$ cat config.mk
export PLATFORM = sky130hd
export DESIGN_NAME = uart_tx_arbiter
export DESIGN_NICKNAME = d
export VERILOG_FILES = /design/src/rtl/uart_tx_arbiter.sv
export SDC_FILE = /design/constraint.sdc
export NUM_CORES = 1
export LEC_CHECK = 0
export BUFFER_PORTS_ARGS = -buffer_cell sky130_fd_sc_hd__buf_2
export CORE_MARGIN = 4
export CORE_UTILIZATION = 32
export CTS_CLUSTER_DIAMETER = 200
export DETAILED_ROUTE_END_ITERATION = 10
export PLACE_DENSITY = 0.6
export SLEW_MARGIN = 25
export SYNTH_ARGS = -nofsm -noshare
export SYNTH_HDL_FRONTEND = slang
export SYNTH_SLANG_ARGS = --single-unit
$ cat constraint.sdc
create_clock -name clk -period 2.4 [get_ports clk]
set_input_delay 0.24 -clock clk [delete_from_list [all_inputs] [get_ports clk]]
set_output_delay 0.24 -clock clk [all_outputs]
set_load 0.005 [all_outputs]
$ cat src/rtl/uart_tx_arbiter.sv
// uart_tx_arbiter
// Two byte-stream requesters (0 = CPU store path, 1 = echo/debug path) share
// the UART transmitter's ready/valid input. A grant covers a whole message
// (up to the requester's last byte). It is also cut short after MAX_BURST beats,
// or after IDLE_TIMEOUT consecutive cycles in which the owner keeps valid low.
//
// Build option: define UART_ARB_FIXED_PRIO_EN to make requester 0 win every
// tie in IDLE and to drop the round-robin pointer. The default build uses
// round-robin: the requester just released becomes lowest priority.
//
// Handshake semantics (all three ports): a byte moves on a cycle where valid
// and ready are both high at the rising clock edge. Valid, data and last stay
// stable until that edge. Ready may change at any time, and last is only
// meaningful while valid is high.
module uart_tx_arbiter #(
  parameter int MAX_BURST    = 16,
  parameter int IDLE_TIMEOUT = 1024
) (
  input  logic       clk,
  input  logic       rst,
  input  logic [7:0] req0_data,
  input  logic       req0_valid,
  input  logic       req0_last,
  output logic       req0_ready,
  input  logic [7:0] req1_data,
  input  logic       req1_valid,
  input  logic       req1_last,
  output logic       req1_ready,
  output logic [7:0] tx_data,
  output logic       tx_valid,
  input  logic       tx_ready,
  output logic [1:0] grant,
  output logic       timeout_pulse,
  output logic [1:0] dbg_state
);

  localparam int BW = $clog2(MAX_BURST + 1);
  localparam int SW = $clog2(IDLE_TIMEOUT + 1);
  localparam logic [BW-1:0] BURST_MAX = BW'(MAX_BURST);
  localparam logic [SW-1:0] STALL_MAX = SW'(IDLE_TIMEOUT);

  typedef enum logic [1:0] {
    ST_IDLE = 2'd0,
    ST_OWN0 = 2'd1,
    ST_OWN1 = 2'd2
  } state_t;

  state_t        state_q, state_d;
  logic [1:0]    grant_q, grant_d;
  logic [BW-1:0] beat_cnt_q, beat_cnt_d;
  logic [SW-1:0] stall_cnt_q, stall_cnt_d;
  logic          to_q, to_d;

  logic          own_valid;
  logic          own_last;
  logic          beat;
  logic [BW-1:0] beat_cnt_inc;
  logic [SW-1:0] stall_cnt_inc;
  logic          msg_done;
  logic          burst_done;
  logic          timed_out;
  logic          release_c;
  logic          pick0;
  logic          pick1;

  assign grant         = grant_q;
  assign timeout_pulse = to_q;
  assign dbg_state     = state_q;

  // Combinational pass-through of the owner's stream; nothing is buffered.
  always_comb begin
    tx_data    = 8'h00;
    tx_valid   = 1'b0;
    req0_ready = 1'b0;
    req1_ready = 1'b0;
    own_valid  = 1'b0;
    own_last   = 1'b0;
    case (state_q)
      ST_OWN0: begin
        tx_data    = req0_data;
        tx_valid   = req0_valid;
        req0_ready = tx_ready;
        own_valid  = req0_valid;
        own_last   = req0_last;
      end
      ST_OWN1: begin
        tx_data    = req1_data;
        tx_valid   = req1_valid;
        req1_ready = tx_ready;
        own_valid  = req1_valid;
        own_last   = req1_last;
      end
      default: begin
        tx_data  = 8'h00;
        tx_valid = 1'b0;
      end
    endcase
  end

  assign beat = tx_valid & tx_ready;

  // Release detection: message end, burst cap, or the owner stalling too long.
  // Backpressure (valid high, tx_ready low) is never counted as a stall.
  always_comb begin
    beat_cnt_inc  = beat ? (beat_cnt_q + BW'(1)) : beat_cnt_q;
    if (own_valid) begin
      stall_cnt_inc = '0;
    end else if (stall_cnt_q == STALL_MAX) begin
      stall_cnt_inc = stall_cnt_q;
    end else begin
      stall_cnt_inc = stall_cnt_q + SW'(1);
    end
    msg_done   = beat & own_last;
    burst_done = beat & (beat_cnt_inc == BURST_MAX);
    timed_out  = ~own_valid & (stall_cnt_inc == STALL_MAX);
    release_c  = (state_q != ST_IDLE) & (msg_done | burst_done | timed_out);
  end

`ifdef UART_ARB_FIXED_PRIO_EN
  // Requester 0 always wins a tie; burst cap and timeout bound requester 1's wait.
  assign pick0 = req0_valid;
  assign pick1 = ~req0_valid & req1_valid;
`else
  logic rr_fav1_q, rr_fav1_d;

  // Round-robin: a tie goes to whichever requester the pointer favours.
  assign pick0 = req0_valid & (~req1_valid | ~rr_fav1_q);
  assign pick1 = req1_valid & (~req0_valid | rr_fav1_q);

  // The requester released this cycle becomes lowest priority.
  always_comb begin
    rr_fav1_d = rr_fav1_q;
    if (release_c) begin
      rr_fav1_d = (state_q == ST_OWN0);
    end
  end

  // Pointer register; reset favours requester 0.
  always_ff @(posedge clk or negedge rst) begin
    if (!rst) begin
      rr_fav1_q <= 1'b0;
    end else begin
      rr_fav1_q <= rr_fav1_d;
    end
  end
`endif

  // Next-state logic: arbitrate in IDLE and count beats/stalls while owned.
  always_comb begin
    state_d     = state_q;
    grant_d     = grant_q;
    beat_cnt_d  = beat_cnt_q;
    stall_cnt_d = stall_cnt_q;
    to_d        = 1'b0;
    case (state_q)
      ST_IDLE: begin
        beat_cnt_d  = '0;
        stall_cnt_d = '0;
        grant_d     = 2'b00;
        if (pick0) begin
          state_d = ST_OWN0;
          grant_d = 2'b01;
        end else if (pick1) begin
          state_d = ST_OWN1;
          grant_d = 2'b10;
        end
      end
      ST_OWN0, ST_OWN1: begin
        beat_cnt_d  = beat_cnt_inc;
        stall_cnt_d = stall_cnt_inc;
        if (release_c) begin
          state_d     = ST_IDLE;
          grant_d     = 2'b00;
          beat_cnt_d  = '0;
          stall_cnt_d = '0;
          to_d        = timed_out;
        end
      end
      default: begin
        state_d     = ST_IDLE;
        grant_d     = 2'b00;
        beat_cnt_d  = '0;
        stall_cnt_d = '0;
      end
    endcase
  end

  // State, grant, counters and the timeout pulse; reset abandons any message.
  always_ff @(posedge clk or negedge rst) begin
    if (!rst) begin
      state_q     <= ST_IDLE;
      grant_q     <= 2'b00;
      beat_cnt_q  <= '0;
      stall_cnt_q <= '0;
      to_q        <= 1'b0;
    end else begin
      state_q     <= state_d;
      grant_q     <= grant_d;
      beat_cnt_q  <= beat_cnt_d;
      stall_cnt_q <= stall_cnt_d;
      to_q        <= to_d;
    end
  end

endmodule

Word-level counts from Yosys, hierarchy flattened:

Cells that the tools add are included.

* register bits: 22
* output and inout bits: 16
* logic and storage cells: 55

* $add $sub $neg: 2
* equal/unequal tests: 7
* muxes and demuxes: 21
* bitwise gates (word level): 15
* reduce and logical (&&, ||, !) cells: 4

Operators by type and width (count)
* $mux W11: 4
* $eq A11 B11 Y1 const B: 2
* $pmux W8 S2: 1
* $mux W5: 3
* $add A11 B1 Y11 const B: 1
* $mux W2: 5
* $pmux W2 S2: 2
* $and A1 B1 Y1: 7
* $add A5 B1 Y5 const B: 1
* $eq A5 B5 Y1 const B: 1
* $mux W1: 4
* $not A1 Y1: 4
* $or A1 B1 Y1: 4
* $pmux W1 S2: 2
* $ne A3 B3 Y1 const B: 1
* $eq A2 B1 Y1 const B: 1
* $eq A2 B2 Y1 const B: 1
* $logic_not A2 Y1: 1
* $ne A2 B2 Y1 const B: 1
* $reduce_and A2 Y1: 1
* $reduce_bool A2 Y1: 1
* $reduce_or A2 Y1: 1

Longest topological paths before layout:

Gate-level depths: netlist (run 1).

* depth after elaboration: 11
* gate-level depth with buffers: 11
* depth with buffers taken out: 9

Least setup slack after synthesis (run 1):

OpenSTA, ideal clock, no wires.

* path type: register to register
* start: register stall_cnt_q[0]
* end: register rr_fav1_q
* setup time: 0.132 ns
* arrival time: 2.293 ns
* setup slack: -0.025 ns
* stages on the path, launching flop included: 11
* buffers on the path: 2
* period minus slack after synthesis: 2.425 ns
* cell sequence: dfrtp_1 > clkbuf_1 > inv_1 > ha_1 > nor4b_2 > and3_1 > buf_4 > o211ai_2 > or4_4 > o211ai_2 > or3b_1

* cells in the longest elaborated chain, start to end: 7

RTL lines
* start: declaration: line 51 `logic [SW-1:0] stall_cnt_q, stall_cnt_d;`
* start signal: assignment: line 200 `stall_cnt_q <= stall_cnt_d;`
* $add A11 B1 Y11 or $eq A11 B11 Y1 (tied branches): line 111, 108
* $mux W11 (*): line 108 `end else if (stall_cnt_q == STALL_MAX) begin`
* $mux W11 (*): line 106 `if (own_valid) begin`
* $eq A11 B11 Y1 (*): line 115 `timed_out = ~own_valid & (stall_cnt_inc == STALL_MAX);`
* $and A1 B1 Y1 (*): line 115
* $or A1 B1 Y1 (*): line 116 `release_c = (state_q != ST_IDLE) & (msg_done | burst_done | timed_out);`
* $and A1 B1 Y1 (*): line 116
* end signal: assignment: line 143 `rr_fav1_q <= rr_fav1_d;`
* end: declaration: line 124 `logic rr_fav1_q, rr_fav1_d;`

Every way passes the cells marked *; elsewhere a longest branch is shown, timed or not.
A chain may end at the register's enable or synchronous reset.

Worst setup path in the final report (run 1):

* start: register state_q[1], in the netlist dbg_state[1]
* end: register rr_fav1_q

* cells in the longest elaborated chain, start to end: 9

RTL lines
* start: declaration: line 48 `state_t state_q, state_d;`
* start signal: assignment: line 197 `state_q <= state_d;`
* $eq A2 B2 Y1 or $eq A2 B1 Y1 (tied branches): line 78, 134
* $pmux W1 S2: line 78 `case (state_q)`
* $and A1 B1 Y1: line 100 `assign beat = tx_valid & tx_ready;`
* $mux W5: line 105 `beat_cnt_inc = beat ? (beat_cnt_q + BW'(1)) : beat_cnt_q;`
* $eq A5 B5 Y1: line 114 `burst_done = beat & (beat_cnt_inc == BURST_MAX);`
* $and A1 B1 Y1: line 114
* $or A1 B1 Y1 (2 in a row): line 116
* $and A1 B1 Y1: line 116

Several ways; a longest one is shown, not always the timed one.

==> results of run 1 <==
==> cells by family after synthesis <==
logic type	synth area share
buffers and inverters	0.0656
multiplexers	0.0188
flip-flops	0.332
AND/OR/NAND/NOR	0.242
AO/OA/AOI/OAI	0.228
XOR/XNOR	0.0686
adder cells (fa/ha/maj)	0.0452
==> layer usage <==
metal,vias up,GRT usage
li1,854,-
met1,824,0.199
met2,33,0.257
met3,7,0.0192
met4,0,0.0456
met5,-,0
==> cell type report <==
cell class,count,share of cell area
multi-input combinational,149,0.476
sequential,22,0.230
timing repair buffer,79,0.216
tap,67,0.0348
clock buffer,4,0.0229
inverter,12,0.0198
==> tightest hold or removal path: stages <==
cell	delay, ps
buf_2	140
a41oi_1	120
o21ai_1	70
==> registers in the layout (all words and copies together) (netlist names) <==
signal and cells:
grant 2, stall_cnt_q 11, timeout_pulse 1, dbg_state 2
beat_cnt_q 5, rr_fav1_q 1
==> power by group through the flow <==
stage | combinational, mW | clock (mW) | sequential [mW]
2_1_floorplan | 0.716 | 0 | 0.479
3_3_place_gp | 1.32 | 0 | 0.488
3_5_place_dp | 1.32 | 0 | 0.491
4_1_cts | 1.37 | 0.286 | 0.484
5_1_grt | 1.76 | 0.295 | 0.506
6_report | 1.60 | 0.276 | 0.496
==> placed cells by master, fill, tap and decap left out, drive strengths merged, types with 4 or more instances in the layout <==
cell / instances
buf: 78
o211ai: 4
nand3: 6
clkbuf: 4
nand2b: 5
a21oi: 13
nor2: 14
xnor2: 8
ha: 6
a22oi: 10
and3: 5
inv: 12
nand4: 7
nand2: 15
xor2: 5
o21ai: 7
dfrtp: 22
a211oi: 9
==> timing repair <==
| item | in CTS | in global routing |
|---|---|---|
| buffers inserted | 1 | 6 |
| hold endpoints to repair | 22 | 0 |
| cloned | 0 | 0 |
| gates resized for setup | 5 | 30 |
| setup endpoints to repair | 12 | 21 |
| hold buffers | 1 | 0 |
| pin swaps | 3 | 10 |
==> per-stage QoR <==
| stage | total power, mW | utilization | TNS (ps) | std cells | hold slack, ps |
|---|---|---|---|---|---|
| final | 2.37 | 0.493 | -2.01 | 333 | 344 |
| after global routing | 2.57 | 0.493 | -1750 | 333 | 363 |
| after CTS | 2.14 | 0.456 | 0 | 327 | 315 |
| after detailed placement | 1.81 | 0.437 | -22.4 | 321 | 241 |
| after global placement | 1.81 | 0.437 | -6.45 | 321 | 235 |
| after floorplan | 1.19 | - | 0 | 195 | -55.6 |
==> worst max-delay path by stage <==
stage / cells after the start / endpoint / slack (ps) / startpoint
final: 9 / rr_fav1_q$_DFFE_PN0P_ / -2 / dbg_state[1]$_DFFE_PN0P_
after global routing: 10 / dbg_state[0]$_DFFE_PN0P_ / -150 / stall_cnt_q[0]$_DFF_PN0_
after floorplan: 10 / rr_fav1_q$_DFFE_PN0P_ / 3 / stall_cnt_q[0]$_DFF_PN0_
after CTS: 10 / stall_cnt_q[4]$_DFF_PN0_ / 0.2 / dbg_state[0]$_DFFE_PN0P_
after global placement: 10 / rr_fav1_q$_DFFE_PN0P_ / -4 / dbg_state[1]$_DFFE_PN0P_
after detailed placement: 10 / stall_cnt_q[0]$_DFF_PN0_ / -20 / dbg_state[1]$_DFFE_PN0P_
==> reports/results.ini, run 1 <==
[worst_setup_path]
cp.required_ps = 2550
r2r-end = rr_fav1_q$_DFFE_PN0P_
crit_path_end_kind = register
r2r_start = dbg_state[1]$_DFFE_PN0P_
critPathMaxFanout = 3
worstSetupPathType = register to register
critPathLaunchType = register
path_cells = buf_4, ha_4, a22o_1, nand2_2, buf_6, nand4b_1, or4_4, o211ai_2, or3b_1
reg2reg_depth = 9
r2r_setup_slack_ps = -2
cp_slowest_cell = or4_4
critPathMaxStageDelay_ps = 530
cp_num_buf_inv = 2
cp.arrival_ps = 2550
crit_family = simple AND/OR/NAND/NOR gates

[synth]
async_flop_share = 1.00
yosysTopAreaCell = dfrtp_1
synth.yosys.seq_area_share = 0.332
post_synth.cell_area_avg_sq_um = 8.51
syn_nets = 224
synth_ff_type = dfrtp_1
yosysMostFrequentCell = dfrtp_1
synth_area_leaders = dfrtp_1, a22oi_1, ha_1
ys_ff_latch = 22
yosysWarnings = 0
yosys-top-cells-count = dfrtp_1, nand2_1, nor2_1
yosysUniqueCellTypes = 45
synth_enable_flop_cells = 0
synth_top_area_frac = 0.332
syn_inst = 195
syn_area_sq_um = 1660

[cts]
cts.sinks = 22
clock_path_buffers = 2
cts_tree = done
htree_levels = 1
clkLatencyLatePin_ps = 260
path_clk_slew_ps = 80
numCtsBuffers = 3
cts-root-buf = clkbuf_8

[floorplan]
core_area_sq_um = 4880
ios = 39
start_util = 0.340
die-area_sq_um = 6400
fp.dieH_um = 80.0
rows = 25
fp.dieW_um = 80.0

[power]
p_int_mw = 1.36
switching_share = 0.426
clkPwrFrac = 0.117
p_leak_nw = 1.06
vdd_drop_max_mv = 0.396
seq_power_share = 0.210
p_switching_mw = 1.01
powerDensity_nw_per_um2 = 985
power_frac_comb = 0.674

[final_layout]
antenna_cells = 0
drive_above_1_share = 0.429
nets = 296
fin_area_sq_um = 2410
areaGrowthSynthToFinish_pct = 44.9
n_fill_cell = 473
register_area_sq_um = 553
multiInputGateArea_sq_um = 1150

[drt]
ant_nets = 0
dr.pass1.iters = 5
drcViolationCount = 0
wl_per_cell_um = 14.6
viasPerCell = 5.16
m1WireLength_um = 2140
wl_met2_um = 2510
finalWirelength_um = 4860
top_layer = met4
met3_wirelength_um = 134
via_count = 1718
drtIter0Drc = 94

[timing]
tightest_slew_ps = 496
finalCritPeriodShare = 1.00
slew_headroom = 0.669
setup_viol = 1
period_needed_ps = 2400
grt_setup_unrepaired = true
clock.fmax_ghz = 0.416
final_max_slew_viol_count = 0
finalHoldViolations = 0
finClkSkew_ps = 1.03
worst_slack_ps = -2.01

[hold_path]
hp-start = req1_valid
holdPathStages = 3
holdCritPathClass = primary input to register
min_to = grant[1]$_DFFE_PN0P_

[global_route]
grt_max_degree = 23
grt.overflow.total = 0
antenna_found_initial = 0
grt_usage = 0.152
grt_pass1_wl_um = 7790
grt_pass1_vias = 1687

[flow_run]
max-cap-violations = 0

[placed_design]
portBuffers = 38
hpwl_um = 3660
gp_congestion = 0.873
pre_cts_slack_ps = -17.8
place_area_sq_um = 2130

[run_status]
outcome = finished, violations left
violations = negative setup slack

Power figures use the tool's default switching activity.
==> run 2, diff against run 1 <==
--- a/config.mk
+++ b/config.mk
@@ -7,10 +7,11 @@
 export LEC_CHECK = 0
 export BUFFER_PORTS_ARGS = -buffer_cell sky130_fd_sc_hd__buf_2
 export CORE_MARGIN = 4
-export CORE_UTILIZATION = 32
+export CORE_UTILIZATION = 48
 export CTS_CLUSTER_DIAMETER = 200
 export DETAILED_ROUTE_END_ITERATION = 10
-export PLACE_DENSITY = 0.6
+export GPL_TIMING_DRIVEN = 0
+export PLACE_DENSITY = 0.81
 export SLEW_MARGIN = 25
 export SYNTH_ARGS = -nofsm -noshare
 export SYNTH_HDL_FRONTEND = slang
==> run 2 against run 1 <==
Net effect:
- register-to-register slack got worse by 100 ps
- clock power is 35% lower
- cell area shrank 5.3%
- fmax decreased by 4.0%
- the flow still finishes with violations (negative setup slack)
- largest power group unchanged
- critical path depth grew 1
==> reports/results.ini, run 2 (synthesis gave the netlist of run 1 again) <==
[run_status]
outcome = finished, violations left
violations = negative setup slack

[worst_setup_path]
critPathLaunchType = register
crit_path_end_kind = register
startpoint = dbg_state[1]$_DFFE_PN0P_
r2r-end = stall_cnt_q[5]$_DFF_PN0_
cp.arrival_ps = 2720  ; +170 ps
cp_slowest_cell = dfrtp_1
r2r_start = dbg_state[1]$_DFFE_PN0P_
worstSetupPathType = register to register
crit_path_end = stall_cnt_q[5]$_DFF_PN0_
critPathMaxFanout = 5  ; +2
cp.depth = 10  ; +1
r2r_setup_slack_ps = -100  ; -100 ps
cp_num_buf_inv = 3  ; +1
reg2reg_depth = 10  ; +1
cp_common_cell = inv_2
critPathMaxStageDelay_ps = 440  ; -90 ps
path_cells = inv_2, ha_4, a22o_1, nand2_2, inv_2, or2_2, o2111ai_2, o211ai_1, buf_4, a211oi_1
cp.required_ps = 2620  ; +70 ps
crit_family = compound AO/OA/AOI/OAI gates

[timing]
slew_headroom = 0.587  ; -0.0823
finClkSkew_ps = 2.00  ; +0.970 ps
clock.fmax_ghz = 0.400  ; -4.0%
grt_setup_unrepaired = true
finalHoldViolations = 0  ; unchanged
worst_slack_ps = -103  ; -101 ps
tightest_slew_ps = 620  ; +123 ps
tns_ps = -1220  ; -1220 ps
finalCritPeriodShare = 1.04  ; +0.0419
setup_viol = 21  ; +20
period_needed_ps = 2500  ; +101 ps
final_max_slew_viol_count = 0  ; unchanged

[placed_design]
gp_congestion = 0.866  ; -0.74%
place_area_sq_um = 1910  ; -10%
portBuffers = 38  ; unchanged
pre_cts_slack_ps = -301  ; -283 ps
hpwl_um = 3180  ; -13%

[final_layout]
antenna_cells = 0  ; unchanged
multiInputGateArea_sq_um = 1180  ; +2.9%
top_register = stall_cnt_q
register_area_sq_um = 552  ; -0.23%
final_common_cell = buf_2
nets = 285  ; -3.7%
fin_area_sq_um = 2280  ; -5.3%
final_cell_mix = buf_2, dfrtp_1, buf_4
drive_above_1_share = 0.398  ; -0.0309
reg_top3 = stall_cnt_q: 11 flops, beat_cnt_q: 5 flops
n_fill_cell = 272  ; -42%
finish.utilization = 0.683  ; +0.190
largest_register_ffs = 11  ; unchanged
areaGrowthSynthToFinish_pct = 37.3

[global_route]
grt_max_degree = 23  ; unchanged
antenna_found_initial = 0  ; unchanged
grt_pass1_wl_um = 7390  ; -5.1%
grt_usage = 0.214  ; +0.0627
grt_pass1_vias = 1680  ; -0.41%
grt.overflow.total = 0  ; unchanged

[drt]
finalWirelength_um = 5210  ; +7.3%
drcViolationCount = 0  ; unchanged
ant_nets = 0  ; unchanged
drtIter0Drc = 82  ; -13%
viasPerCell = 6.15  ; +19%
via_count = 1844  ; +7.3%
dr.pass1.iters = 5  ; unchanged
wl_per_cell_um = 17.4  ; +19%

[flow_run]
max-cap-violations = 0  ; unchanged

[cts]
clkLatencyLatePin_ps = 320  ; +60 ps
htree_levels = 1  ; unchanged
cts.sinks = 22  ; unchanged
numCtsBuffers = 3  ; unchanged
cts_tree = done
cts-root-buf = clkbuf_4
path_clk_slew_ps = 130  ; +50 ps
clock_path_buffers = 2  ; unchanged

[floorplan]
ios = 39  ; unchanged
die-area_sq_um = 4460  ; -30%
core_area_sq_um = 3340  ; -32%
rows = 21  ; -16%
fp.dieW_um = 66.8  ; -17%
start_util = 0.498  ; +0.157
fp.dieH_um = 66.8  ; -17%

[hold_path]
holdCritPathClass = primary input to register

[power]
p_leak_nw = 0.992  ; -6.8%
vdd_drop_max_mv = 0.849  ; +110%
powerDensity_nw_per_um2 = 986  ; +0.16%

run 2: cell types whose count changed in the layout (fill, tap and decap cells not counted), sizes merged:
| cell | change |
|---|---|
| buf | -17 |
| clkbuf | +5 |
run 2: worst min-delay path by stage:
stage                    start                  endpoint  slack [ps]  depth (start not counted)
floorplan                  rst   beat_cnt_q[0]$_DFF_PN0_         -60                          0
global placement           rst  stall_cnt_q[2]$_DFF_PN0_         240                          1
detailed placement         rst  stall_cnt_q[2]$_DFF_PN0_         250                          1
CTS                 req1_valid      grant[1]$_DFFE_PN0P_         260                          3
global route        req1_valid      grant[1]$_DFFE_PN0P_         320                          3
finish              req1_valid      grant[1]$_DFFE_PN0P_         310                          3
run 2: metal layers:
metal	wire (um)	global-route usage	share of wire	vias up
met1	2070	0.283	0.40	872
met3	421	0.0253	0.081	22
met5	0	0	0	-
met4	162	0.0609	0.031	0
met2	2560	0.366	0.49	113
li1	-	-	-	837
run 2: worst reg2reg max path, delay by kind of cell, from the launching register on:
kind / cells / cell delay, ps
and+or+nand+nor: 2 / 450
adders and majority gates: 1 / 180
DFF: 1 / 440
buffers and inverters: 3 / 350
AOI/OAI and AO/OA: 4 / 980
run 2: timing repair:
action	4_1_cts	5_1_grt
hold endpoints to repair	22	0
pin swaps	7	16
cloned	2	0
hold buffers	1	0
setup endpoints to repair	22	21
buffers inserted	9	6
resized for setup	29	21
run 2: stage by stage:
step	instances	power, mW	hold WS, ps
2_1_floorplan	195	1.19	-55.6
3_3_place_gp	279	1.49	241
3_5_place_dp	279	1.51	246
4_1_cts	294	1.96	256
5_1_grt	300	2.39	317
6_report	300	2.25	313
run 2: layout make-up:
| class | count | area share |
|---|---|---|
| Multi-Input combinational cell | 149 | 0.518 |
| Sequential cell | 22 | 0.242 |
| Timing Repair Buffer | 56 | 0.145 |
| Buffer | 12 | 0.0390 |
| Tap cell | 46 | 0.0252 |
| Inverter | 12 | 0.0209 |
| Clock buffer | 3 | 0.00988 |
run 2: where the power goes:
group	internal, mW	switching, mW	total, mW
clock	0.0589	0.121	0.179
combinational	0.679	0.904	1.58
sequential	0.430	0.0564	0.486
total	1.17	1.08	2.25
==> run 3, diff against run 2 <==
--- a/config.mk
+++ b/config.mk
@@ -7,11 +7,11 @@
 export LEC_CHECK = 0
 export BUFFER_PORTS_ARGS = -buffer_cell sky130_fd_sc_hd__buf_2
 export CORE_MARGIN = 4
-export CORE_UTILIZATION = 48
+export CORE_UTILIZATION = 55
 export CTS_CLUSTER_DIAMETER = 200
 export DETAILED_ROUTE_END_ITERATION = 10
 export GPL_TIMING_DRIVEN = 0
-export PLACE_DENSITY = 0.81
+export PLACE_DENSITY = 0.87
 export SLEW_MARGIN = 25
 export SYNTH_ARGS = -nofsm -noshare
 export SYNTH_HDL_FRONTEND = slang
==> constraint.sdc (replaced) <==
create_clock -name clk -period 3 [get_ports clk]
set_input_delay 0.6 -clock clk [delete_from_list [all_inputs] [get_ports clk]]
set_output_delay 0.6 -clock clk [all_outputs]
set_load 0.005 [all_outputs]
==> run 3 against run 2 <==
Net effect:
- sequential cell count unchanged
- the run now ends clean
- clock power down 27%
- highest routed layer unchanged
- power is 41% lower
- global-route usage grew 0.94 points
- critical endpoint unchanged
==> reports/results.ini, run 3 (synthesis gave the netlist of run 1 again) <==
[run_status]
outcome = finished, final reports clean

[timing]
slew_headroom = 0.671  ; +0.0844
finClkSkew_ps = 8.74  ; +6.74 ps
clock.fmax_ghz = 0.357  ; -11%
finalHoldViolations = 0  ; unchanged
tns_ps = 0  ; +1220 ps
grt_setup_unrepaired = false
period_needed_ps = 2800  ; +296 ps
finalCritPeriodShare = 0.933  ; -0.110
final_max_slew_viol_count = 0  ; unchanged
tightest_slew_ps = 493  ; -127 ps
setup_viol = 0  ; -100%

[final_layout]
largest_register_ffs = 11  ; unchanged
final_cell_mix = buf_2, dfrtp_1, nand2_1
nets = 267  ; -6.3%
reg_top3 = stall_cnt_q: 11 flops, beat_cnt_q: 5 flops
areaGrowthSynthToFinish_pct = 15.1
antenna_cells = 0  ; unchanged
top_register = stall_cnt_q
drive_above_1_share = 0.233  ; -0.165
final_common_cell = buf_2

[floorplan]
fp.dieH_um = 62.9  ; -5.8%
core_area_sq_um = 2830  ; -15%
die-area_sq_um = 3960  ; -11%
ios = 39  ; unchanged
start_util = 0.587  ; +0.0893
fp.dieW_um = 62.9  ; -5.8%
rows = 19  ; -9.5%

[worst_setup_path]
cp.depth = 11  ; +1
critPathMaxStageDelay_ps = 370  ; -70 ps
critPathLaunchType = register
cp_slowest_cell = dfrtp_1
crit_family = buffers and inverters
cp_num_buf_inv = 4  ; +1
crit_path_end_kind = register
reg2reg_depth = 11  ; +1
critPathMaxFanout = 10  ; +5
path_cells = clkbuf_1, inv_1, ha_1, nor4b_2, and3_1, buf_4, or2_2, o2111ai_1, o211ai_1, buf_2, a211oi_1
cp.arrival_ps = 3010  ; +290 ps
cp.required_ps = 3210  ; +590 ps
worstSetupPathType = register to register

[power]
p_int_uw = 694  ; -41%
seq_power_share = 0.287  ; +0.071
switching_share = 0.479  ; -0.00147
clkPwrFrac = 0.098  ; +0.018
p_switching_uw = 639  ; -41%
powerDensity_nw_per_um2 = 697  ; -29%
power_frac_comb = 0.616  ; -0.088
finalPower_mw = 1.33  ; -41%
p_leak_nw = 0.857  ; -14%
vdd_drop_max_mv = 0.519  ; -39%

[cts]
cts.sinks = 22  ; unchanged
post-cts-setup-buffer-count = 0  ; -9
path_clk_slew_ps = 120  ; about the same
clock_path_buffers = 2  ; unchanged
numCtsBuffers = 3  ; unchanged
cts_hold_buf = 0  ; -1
htree_levels = 1  ; unchanged
cts_tree = done
clkLatencyLatePin_ps = 310  ; about the same
cts-root-buf = clkbuf_4
cts_resized = 0  ; -100%

[drt]
via_count = 1665  ; -9.7%
drcViolationCount = 0  ; unchanged
viasPerCell = 6.24  ; +1.5%
ant_nets = 0  ; unchanged
dr.pass1.iters = 4  ; -1
wl_per_cell_um = 15.5  ; -11%
finalWirelength_um = 4140  ; -21%
drtIter0Drc = 89  ; +8.5%

[placed_design]
hpwl_um = 3160  ; -0.63%
portBuffers = 38  ; unchanged
gp_congestion = 0.868  ; +0.21%

[global_route]
grt_pass1_wl_um = 7330  ; -0.84%
grt_pass1_vias = 1704  ; +1.4%
grt_max_degree = 23  ; unchanged
antenna_found_initial = 0  ; unchanged
grt_usage = 0.224  ; +0.00939
grt.overflow.total = 0  ; unchanged

[flow_run]
max-cap-violations = 0  ; unchanged

[hold_path]
holdCritPathClass = primary input to async pin

==> run 3: cell count changes in the layout (fill, tap and decap cells not counted), moves of 4 or more <==
cell and change:
ha_4 -5, a211oi_1 +8, ha_1 +5, inv_1 +4, buf_4 -17, a211oi_2 -7
==> run 3: worst reg2reg max path: stages (launching register included) <==
cell and delay, ps:
dfrtp_1 370, clkbuf_1 300, inv_1 130, ha_1 230, nor4b_2 160, and3_1 150, buf_4 150, or2_2 320
o2111ai_1 290, o211ai_1 140, buf_2 200, a211oi_1 260
==> run 3: power groups by stage <==
stage                     Sequential, mW  Combinational, mW  Clock [mW]
after global placement             0.386              0.795           0
after floorplan                    0.383              0.571           0
after CTS                          0.381              0.815       0.134
after detailed placement           0.387              0.811           0
final                              0.382              0.821       0.130
after global routing               0.390              0.928       0.146
==> run 3: worst paths after layout <==
check | startpoint | endpoint | slack (ps)
worst max-delay path | stall_cnt_q[0]$_DFF_PN0_ | stall_cnt_q[5]$_DFF_PN0_ | 200
worst min-delay path | rst | stall_cnt_q[3]$_DFF_PN0_ | 240
worst max register to register | stall_cnt_q[0]$_DFF_PN0_ | stall_cnt_q[5]$_DFF_PN0_ | 200
worst min register to register | grant[1]$_DFFE_PN0P_ | grant[1]$_DFFE_PN0P_ | 580
max in group asynchronous | rst | stall_cnt_q[10]$_DFF_PN0_ | 2420
min in group clk | grant[1]$_DFFE_PN0P_ | grant[1]$_DFFE_PN0P_ | 580
==> run 3: routing by layer <==
layer  vias to the layer above  routed length [um]  global-route usage
met5                         -                   0                   0
met4                         0                  75              0.0744
met3                         9                 243              0.0270
met2                        74                2020               0.377
met1                       781                1800               0.295
li1                        801                   -                   -
==> run 3: stage by stage <==
| stage | utilization | hold slack, ps | instance area [sq um] | cells | worst slack, ps |
|---|---|---|---|---|---|
| 4_1_cts | 0.676 | 250 | 1910 | 267 | 242 |
| 3_5_place_dp | 0.668 | 558 | 1890 | 264 | 303 |
| 5_1_grt | 0.676 | 272 | 1910 | 267 | 50.3 |
| 3_3_place_gp | 0.668 | 551 | 1890 | 264 | 312 |
| 2_1_floorplan | - | 304 | 1660 | 195 | 575 |
| 6_report | 0.676 | 236 | 1910 | 267 | 202 |
==> run 3: cell type report <==
type | instances | area, sq um
repair buffers | 38 | 190
multi-input cells | 149 | 1000
well taps | 31 | 38.8
inverters | 12 | 45.0
fillers | 235 | 917
plain buffers | 12 | 63.8
flip-flops and latches | 22 | 551
clock buffers | 3 | 22.5
